==> src/rtl/uart_pkg.sv <==
// Shared UART definitions: receiver state encoding and baud divider helper.
package uart_pkg;

    typedef enum logic [2:0] {
        IDLE   = 3'd0,
        START  = 3'd1,
        DATA   = 3'd2,
        PARITY = 3'd3,
        STOP   = 3'd4,
        DONE   = 3'd5,
        BREAK  = 3'd6
    } rx_state_e;

    // System clocks per serial bit; shared with the transmitter.
    function automatic int unsigned clock_divide_f(input int unsigned clk_freq,
                                                   input int unsigned baud_rate);
        return clk_freq / baud_rate;
    endfunction

endpackage

==> src/rtl/uart_sync2.sv <==
// Two-flop synchronizer for asynchronous inputs, with a configurable reset value.
module uart_sync2 #(
    parameter int unsigned           WIDTH   = 1,
    parameter logic [WIDTH-1:0]      RST_VAL = '1
) (
    input  logic             clk,
    input  logic             rst_n,
    input  logic [WIDTH-1:0] d,
    output logic [WIDTH-1:0] q
);

    logic [WIDTH-1:0] meta_q;
    logic [WIDTH-1:0] sync_q;

    always_ff @(posedge clk or negedge rst_n) begin
        if (!rst_n) begin
            meta_q <= RST_VAL;
            sync_q <= RST_VAL;
        end else begin
            meta_q <= d;
            sync_q <= meta_q;
        end
    end

    assign q = sync_q;

endmodule

==> src/rtl/uart_rx.sv <==
// UART receiver, 8N1 LSB first, mid-bit sampling from a clock-divide counter.
// Define UART_RX_PARITY_EN to receive 8E1 frames and drive parity_err.
module uart_rx #(
    parameter int unsigned clk_freq  = 50000000,
    parameter int unsigned baud_rate = 19200
) (
    input  logic       clk,
    input  logic       rst,
    input  logic       rx,
    output logic [7:0] rx_data_out,
    output logic       rx_active,
    output logic       done_rx,
    output logic       framing_err,
    output logic       parity_err
);

    import uart_pkg::*;

    localparam int unsigned CLOCK_DIVIDE = clock_divide_f(clk_freq, baud_rate);
    localparam int unsigned HALF_DIVIDE  = CLOCK_DIVIDE / 2;
    localparam int unsigned CW           = $clog2(CLOCK_DIVIDE);

    localparam logic [CW-1:0] HALF_LAST = CW'(HALF_DIVIDE - 1);
    localparam logic [CW-1:0] FULL_LAST = CW'(CLOCK_DIVIDE - 1);
    localparam logic [CW-1:0] CNT_ONE   = CW'(1);

    generate
        if (CLOCK_DIVIDE < 4) begin : g_bad_divide
            $error("uart_rx: clk_freq/baud_rate must be at least 4");
        end
    endgenerate

    logic rx_s;

    uart_sync2 #(
        .WIDTH   (1),
        .RST_VAL (1'b1)
    ) u_rx_sync (
        .clk   (clk),
        .rst_n (rst),
        .d     (rx),
        .q     (rx_s)
    );

    rx_state_e   state_q,       state_d;
    logic [CW-1:0] cnt_q,       cnt_d;
    logic [2:0]  idx_q,         idx_d;
    logic [7:0]  data_q,        data_d;
    logic [7:0]  rx_data_out_q, rx_data_out_d;
    logic        done_q,        done_d;
    logic        ferr_q,        ferr_d;
`ifdef UART_RX_PARITY_EN
    logic        par_bad_q,     par_bad_d;
    logic        perr_q,        perr_d;
`endif

    logic half_hit;
    logic full_hit;

    assign half_hit = (cnt_q == HALF_LAST);
    assign full_hit = (cnt_q == FULL_LAST);

    always_comb begin
        state_d       = state_q;
        cnt_d         = cnt_q + CNT_ONE;
        idx_d         = idx_q;
        data_d        = data_q;
        rx_data_out_d = rx_data_out_q;
        done_d        = 1'b0;
        ferr_d        = 1'b0;
`ifdef UART_RX_PARITY_EN
        par_bad_d     = par_bad_q;
        perr_d        = 1'b0;
`endif

        case (state_q)
            IDLE: begin
                cnt_d = '0;
                idx_d = '0;
                if (!rx_s) begin
                    state_d = START;
                end
            end

            START: begin
                if (half_hit) begin
                    cnt_d   = '0;
                    // A high line at mid start bit is a glitch, not a frame.
                    state_d = rx_s ? IDLE : DATA;
                end
            end

            DATA: begin
                if (full_hit) begin
                    cnt_d         = '0;
                    data_d[idx_q] = rx_s;
                    idx_d         = idx_q + 3'd1;
                    if (idx_q == 3'd7) begin
`ifdef UART_RX_PARITY_EN
                        state_d = PARITY;
`else
                        state_d = STOP;
`endif
                    end
                end
            end

`ifdef UART_RX_PARITY_EN
            PARITY: begin
                if (full_hit) begin
                    cnt_d     = '0;
                    par_bad_d = (^data_q) ^ rx_s;
                    state_d   = STOP;
                end
            end
`endif

            STOP: begin
                if (full_hit) begin
                    // Outputs are loaded here so they are registered while in DONE.
                    cnt_d         = '0;
                    state_d       = DONE;
                    done_d        = 1'b1;
                    ferr_d        = ~rx_s;
                    rx_data_out_d = data_q;
`ifdef UART_RX_PARITY_EN
                    perr_d        = par_bad_q;
`endif
                end
            end

            DONE: begin
                cnt_d   = '0;
                state_d = ferr_q ? BREAK : IDLE;
            end

            BREAK: begin
                cnt_d = '0;
                if (rx_s) begin
                    state_d = IDLE;
                end
            end

            default: begin
                cnt_d   = '0;
                state_d = IDLE;
            end
        endcase
    end

    always_ff @(posedge clk or negedge rst) begin
        if (!rst) begin
            state_q       <= IDLE;
            cnt_q         <= '0;
            idx_q         <= '0;
            data_q        <= '0;
            rx_data_out_q <= '0;
            done_q        <= 1'b0;
            ferr_q        <= 1'b0;
`ifdef UART_RX_PARITY_EN
            par_bad_q     <= 1'b0;
            perr_q        <= 1'b0;
`endif
        end else begin
            state_q       <= state_d;
            cnt_q         <= cnt_d;
            idx_q         <= idx_d;
            data_q        <= data_d;
            rx_data_out_q <= rx_data_out_d;
            done_q        <= done_d;
            ferr_q        <= ferr_d;
`ifdef UART_RX_PARITY_EN
            par_bad_q     <= par_bad_d;
            perr_q        <= perr_d;
`endif
        end
    end

    assign rx_data_out = rx_data_out_q;
    assign done_rx     = done_q;
    assign framing_err = ferr_q;
    assign rx_active   = (state_q == START) || (state_q == DATA) ||
                         (state_q == PARITY) || (state_q == STOP);
`ifdef UART_RX_PARITY_EN
    assign parity_err  = perr_q;
`else
    assign parity_err  = 1'b0;
`endif

endmodule
==> config.mk <==
export PLATFORM = sky130hd
export DESIGN_NAME = uart_rx
export DESIGN_NICKNAME = d
export VERILOG_FILES = /design/src/rtl/uart_pkg.sv /design/src/rtl/uart_sync2.sv /design/src/rtl/uart_rx.sv
export SDC_FILE = /design/constraint.sdc
export NUM_CORES = 1
export LEC_CHECK = 0
export ABC_AREA = 1
export CAP_MARGIN = 20
export CORE_MARGIN = 3
export CORE_UTILIZATION = 60
export CTS_BUF_LIST = sky130_fd_sc_hd__clkbuf_4 sky130_fd_sc_hd__clkbuf_8
export CTS_CLUSTER_DIAMETER = 30
export DETAILED_ROUTE_END_ITERATION = 7
export GPL_ROUTABILITY_DRIVEN = 0
export PLACE_DENSITY = 0.83
export REMOVE_ABC_BUFFERS = 1
export SETUP_SLACK_MARGIN = 0.02
export SLEW_MARGIN = 25
export SYNTH_ARGS = -nofsm -noshare
export SYNTH_HDL_FRONTEND = slang
export SYNTH_HIERARCHICAL = 1
export SYNTH_SLANG_ARGS = --single-unit
export TNS_END_PERCENT = 1
==> constraint.sdc <==
create_clock -name clk -period 1.9 [get_ports clk]
set_input_delay 0.475 -clock clk [delete_from_list [all_inputs] [get_ports clk]]
set_output_delay 0.475 -clock clk [all_outputs]
set_load 0.02 [all_outputs]
Word-level counts from Yosys, hierarchy flattened
Cells that the tools add are included.
{"block": "classes", "addsub": 2, "order_cmp": 2, "n_eq_ne": 15, "mux": 21, "bitwise": 1, "reduce_logical": 11}
{"op": "two-way mux 12 bit", "count": 2}
{"op": "two-way mux 3 bit", "count": 8}
{"op": "case mux 12 bit (2 select lines)", "count": 1}
{"op": "case mux 3 bit (6 select lines)", "count": 1}
{"op": "adder 12 x 1 -> 12 bit, second input constant", "count": 1}
{"op": "equality test 12 x 11 -> 1 bit, second input constant", "count": 1}
{"op": "equality test 12 bit, second input constant", "count": 1}
{"op": "equality test 3 bit, second input constant", "count": 4}
{"op": "!= test 2 bit, second input constant", "count": 5}
{"op": "bitwise mux 8 bit", "count": 1}
{"op": "equality test 3 x 2 -> 1 bit, second input constant", "count": 2}
{"op": "case mux 3 bit (2 select lines)", "count": 1}
{"op": "AND reduction 2 bit", "count": 3}
{"op": "AND reduction 6 bit", "count": 1}
{"op": "two-way mux 1 bit", "count": 5}
{"op": "less-than comparator 3 x 4 -> 1 bit, second input constant", "count": 1}
{"op": "adder 3 x 1 -> 3 bit, second input constant", "count": 1}
{"op": "demux 1 bit (select 3 bit)", "count": 1}
{"op": "equality test 3 x 1 -> 1 bit, second input constant", "count": 1}
{"op": "greater-or-equal comparator 3 x 1 -> 1 bit, second input constant", "count": 1}
{"op": "logical NOT 3 bit", "count": 1}
{"op": "logical OR 1 bit", "count": 3}
{"op": "two-way mux 2 bit", "count": 1}
{"op": "!= test 2 x 1 -> 1 bit, second input constant", "count": 1}
{"op": "other kinds (4)", "count": 4}
{"block": "totals", "ff_bits": 38, "inputBits": 3, "out_inout_bits": 12, "word_cells": 61}

Longest topological paths before layout
{"block": "logic_depth", "depth_word": 5, "depth_mapped": 9, "ltp_nobuf": 9}

By module
The synthesis kept the hierarchy.
{"mod": "uart_rx", "instances": 1, "cells_per_inst": 249, "area_per_inst_um2": 2023.2, "seq_area_each_um2": 900.9}
{"mod": "uart_sync2", "instances": 1, "cells_per_inst": 2, "area_per_inst_um2": 52.6, "seq_area_each_um2": 52.6}

Worst setup path before layout
Ideal clock, no wire load.
{"block": "synth_timing", "kind": "reg2out", "from": "reg state_q[1]", "to": "out rx_active", "arrival_time_ps": 965, "required_time_ps": 1425, "path_slack_ps": 460, "path_stages_with_launch": 6, "n_path_buf": 0, "path_cell_list": "dfrtp_1 nor2_2 inv_2 nor2_4 inv_2 nand2_1"}
{"block": "synth_between", "elab_chain_len": 4, "elab_cells_between_ends": 7, "classes_between": "4 x eq/ne; 3 x reduce/logical"}
{"item": "start: declaration", "line_no": "uart_rx.sv:45", "text": "rx_state_e state_q, state_d;"}
{"item": "start signal: assignment", "line_no": "uart_rx.sv:165", "text": "state_q <= state_d;"}
{"item": "equality test 3 x 1 -> 1 bit / equality test 3 x 2 -> 1 bit (equally long branches)", "line_no": "uart_rx.sv:182", "text": "assign rx_active = (state_q == START) || (state_q == DATA) ||"}
{"item": "logical OR 1 bit (2 in a row)", "line_no": "uart_rx.sv:182"}
{"item": "logical OR 1 bit (*)", "line_no": "uart_rx.sv:183", "text": "(state_q == PARITY) || (state_q == STOP);"}
{"item": "end: declaration", "line_no": "uart_rx.sv:11", "text": "output logic rx_active,"}
Mark *: on every way between the ends. The rest lies on a longest branch, timed or not.

Final worst setup path
{"block": "layout_timing", "from": "reg ferr_q, in the netlist framing_err", "to": "out framing_err"}
{"item": "start: declaration", "line_no": "uart_rx.sv:51", "text": "logic ferr_q, ferr_d;"}
{"item": "start signal: assignment", "line_no": "uart_rx.sv:171", "text": "ferr_q <= ferr_d;"}
{"item": "end: declaration", "line_no": "uart_rx.sv:13", "text": "output logic framing_err,"}
No word-level cell between the ends.

==> results.yml <==
critical_path:
  crit_slowest_cell: "clkdlybuf4s50_1"
  path_max_fanout: 2
  reg2reg_slack_ns: 0.27
  max_stage_delay_ns: 0.61
  critical_path_class: "register to output pin"
  start_kind: "register"
  path_delay_family: "buffers and inverters"
  reg2reg_to: "data_q[6]$_DFFE_PN0P_"
  worstPathCellList: "clkdlybuf4s50_1"
  worstPathRequired_ns: 1.42
  critPathCaptureType: "output pin"
  reg2reg_depth: 10
  crit_arrival_ns: 1.32
  worst-path-buf-inv: 1
  timing.rr.start: "state_q[0]$_DFFE_PN0P_"
layout:
  area_delta_synth_final_pct: 13.14
  area.sequential_um2: 953.4
  final_nets: 283
  multi_input_area_um2: 970.9
  antennaDiodeCount: 0
  fin_cells: 320
  fillCellCount: 245
  drive_gt1_frac: 0.2210
yosys:
  ys_ff_latch: 38
  synthTopCellsByCount: "74 x nand2_1, 36 x dfrtp_1, 26 x inv_1"
  synth_area_leaders: "dfrtp_1 43%, nand2_1 13%, inv_1 4.7%, nand3_1 4.6%, nor2_1 3.6%"
  synth_most_common_cell: "nand2_1"
  synth_top_area_frac: 0.4340
  syn-instance-count: 251
  synth_flop_cell: "dfrtp_1"
  ys_warn_count: 6
  syn_area_per_cell_um2: 8.270
  synth_cell_types: 30
  synth_edf_count: 0
  synthesis.area_um2: 2076
  synth_top_cell_by_area: "dfrtp_1"
  async_flop_share: 1.000
  yosysSeqAreaShare: 0.4593
floorplan:
  core-area_um2: 3178
  die_area_um2: 4202
  initial_core_util: 0.6531
  die_y_um: 64.82
  boundaryPins: 15
  core.rowCount: 20
  die_w_um: 64.82
sta:
  setup_viol: 0
  final_max_slew_viol_count: 0
  hold_violations: 0
  grt_setup_unrepaired: "false"
  layout_min_cycle_time_ns: 1.792
  fin_crit_sh: 0.9430
  finalSetupTns_ns: 0
  hold_ws_ns: 0.05609
  finClkSkew_ns: 0.01320
  fmax_ghz: 0.5581
power:
  peakVddDrop_mv: 0.4928
  power.density_nw_per_um2: 524.1
  p_leak_nw: 1.181
global_route:
  grt-busiest-layer: "met2"
  grtUsageMet2: 0.3410
  use_met1: 0.2999
  grt_util_all_layers: 0.2173
  grt_pass1_wl_um: 7038
  antenna_found_initial: 0
  grt_max_degree: 21
  grt_pass1_vias: 1577
  grt_util_met3: 0.04159
  grt_overflow_total: 0
clock_tree:
  holdBufCountCts: 0
  root_buffer: "clkbuf_4"
  htree_levels: 2
  cts.path.max_buffers: 2
  clock_latency_ns: 0.34
  path_clk_slew_ns: 0.12
  cts_buffers: 5
  clkSinkCount: 38
  cts_tree: "done"
placed_design:
  dpl.cell_count: 312
  io_buffers: 13
  hpwlAfterDp_um: 3036
detailed_routing:
  drt_iter0_drc: 92
  vias: 1645
  dr.pass1.iters: 4
  wl_um: 3910
  wire_per_inst_um: 12.22
  ant_nets: 0
  vias_per_cell: 5.141
  drc: 0
hold_path:
  hold_class: "input pin to async pin"
job:
  drv_cap: 0
run_status:
  status: "finished clean"
-- layout by cell type, fill, tap and decap left out, types with 4 or more instances in the layout --
cell type / n
nand2_1: 74
dfrtp_1: 36
inv_1: 26
nor2_1: 20
nand3_1: 19
clkdlybuf4s50_1: 11
inv_2: 10
a21oi_1: 6
nand2_2: 5
a21oi_2: 5
nor3_2: 5
clkbuf_4: 5
buf_4: 5
nor2_2: 4
o21ai_1: 4
ha_1: 4
-- kinds of logic after synthesis --
| group | Yosys count | share of synthesized area |
|---|---|---|
| buf+inv | 38 | 0.07294 |
| compound gates | 22 | 0.06872 |
| xor+xnor | 3 | 0.01266 |
| flops | 38 | 0.4593 |
| other cells | 1 | 0.001807 |
| simple gates | 145 | 0.3605 |
| fa+ha+maj | 4 | 0.02411 |
-- registers in the layout (all words and copies together), names as in the netlist --
signal and flops:
u_rx_sync/meta_q 1, data_q 8, state_q 3, framing_err 1, rx_data_out 8, done_rx 1
cnt_q 12, u_rx_sync/q 1, idx_q 3
-- metrics by stage --
step	total power, mW	setup WS, ns	util	area [um^2]
2_1_floorplan	0.8333	0.4600	-	2068
3_3_place_gp	0.8583	0.1005	0.7232	2298
3_5_place_dp	0.8585	0.07805	0.7232	2298
4_1_cts	1.237	0.03701	0.7386	2347
5_1_grt	1.272	0.04964	0.7390	2349
6_report	1.231	0.1083	0.7390	2349
-- metal layers --
| layer | vias up | share of wire |
|---|---|---|
| met5 | - | 0 |
| met4 | 0 | 0.0056 |
| met3 | 4 | 0.061 |
| met2 | 47 | 0.46 |
| met1 | 761 | 0.48 |
| li1 | 833 | - |
-- where the power goes --
| group | switching, mW | internal (mW) | leakage [nW] | total [mW] |
|---|---|---|---|---|
| clock | 0.257 | 0.133 | 0.0308 | 0.390 |
| sequential | 0.00257 | 0.812 | 0.509 | 0.815 |
| combinational | 0.0193 | 0.00702 | 0.640 | 0.0263 |
| total | 0.278 | 0.953 | 1.18 | 1.23 |
-- repair_timing --
action                                  CTS  global route
cloned                                    0             0
buffers inserted                          0             1
pin swaps                                 0             1
endpoints found under the setup margin    1             1
resized for setup                         3             1
-- worst max-delay path by stage --
stage | start | endpoint | slack (ns) | cells after the start
after CTS | state_q[1]$_DFFE_PN0P_ | rx_active | 0.04 | 6
after detailed placement | state_q[1]$_DFFE_PN0P_ | rx_active | 0.08 | 6
after global routing | state_q[0]$_DFFE_PN0P_ | rx_active | 0.05 | 6
final | framing_err$_DFF_PN0_ | framing_err | 0.11 | 1
after floorplan | state_q[1]$_DFFE_PN0P_ | rx_active | 0.46 | 5
after global placement | state_q[1]$_DFFE_PN0P_ | rx_active | 0.10 | 6
-- area by class of cell --
| cell class | count | share of cell area |
|---|---|---|
| Multi-Input combinational cell | 175 | 0.4134 |
| Sequential cell | 38 | 0.4060 |
| Timing Repair Buffer | 19 | 0.07565 |
| Inverter | 37 | 0.06127 |
| Tap cell | 44 | 0.02344 |
| Clock buffer | 5 | 0.01598 |
| Clock inverter | 2 | 0.004262 |
No activity file was read; power rests on OpenSTA's default activity.
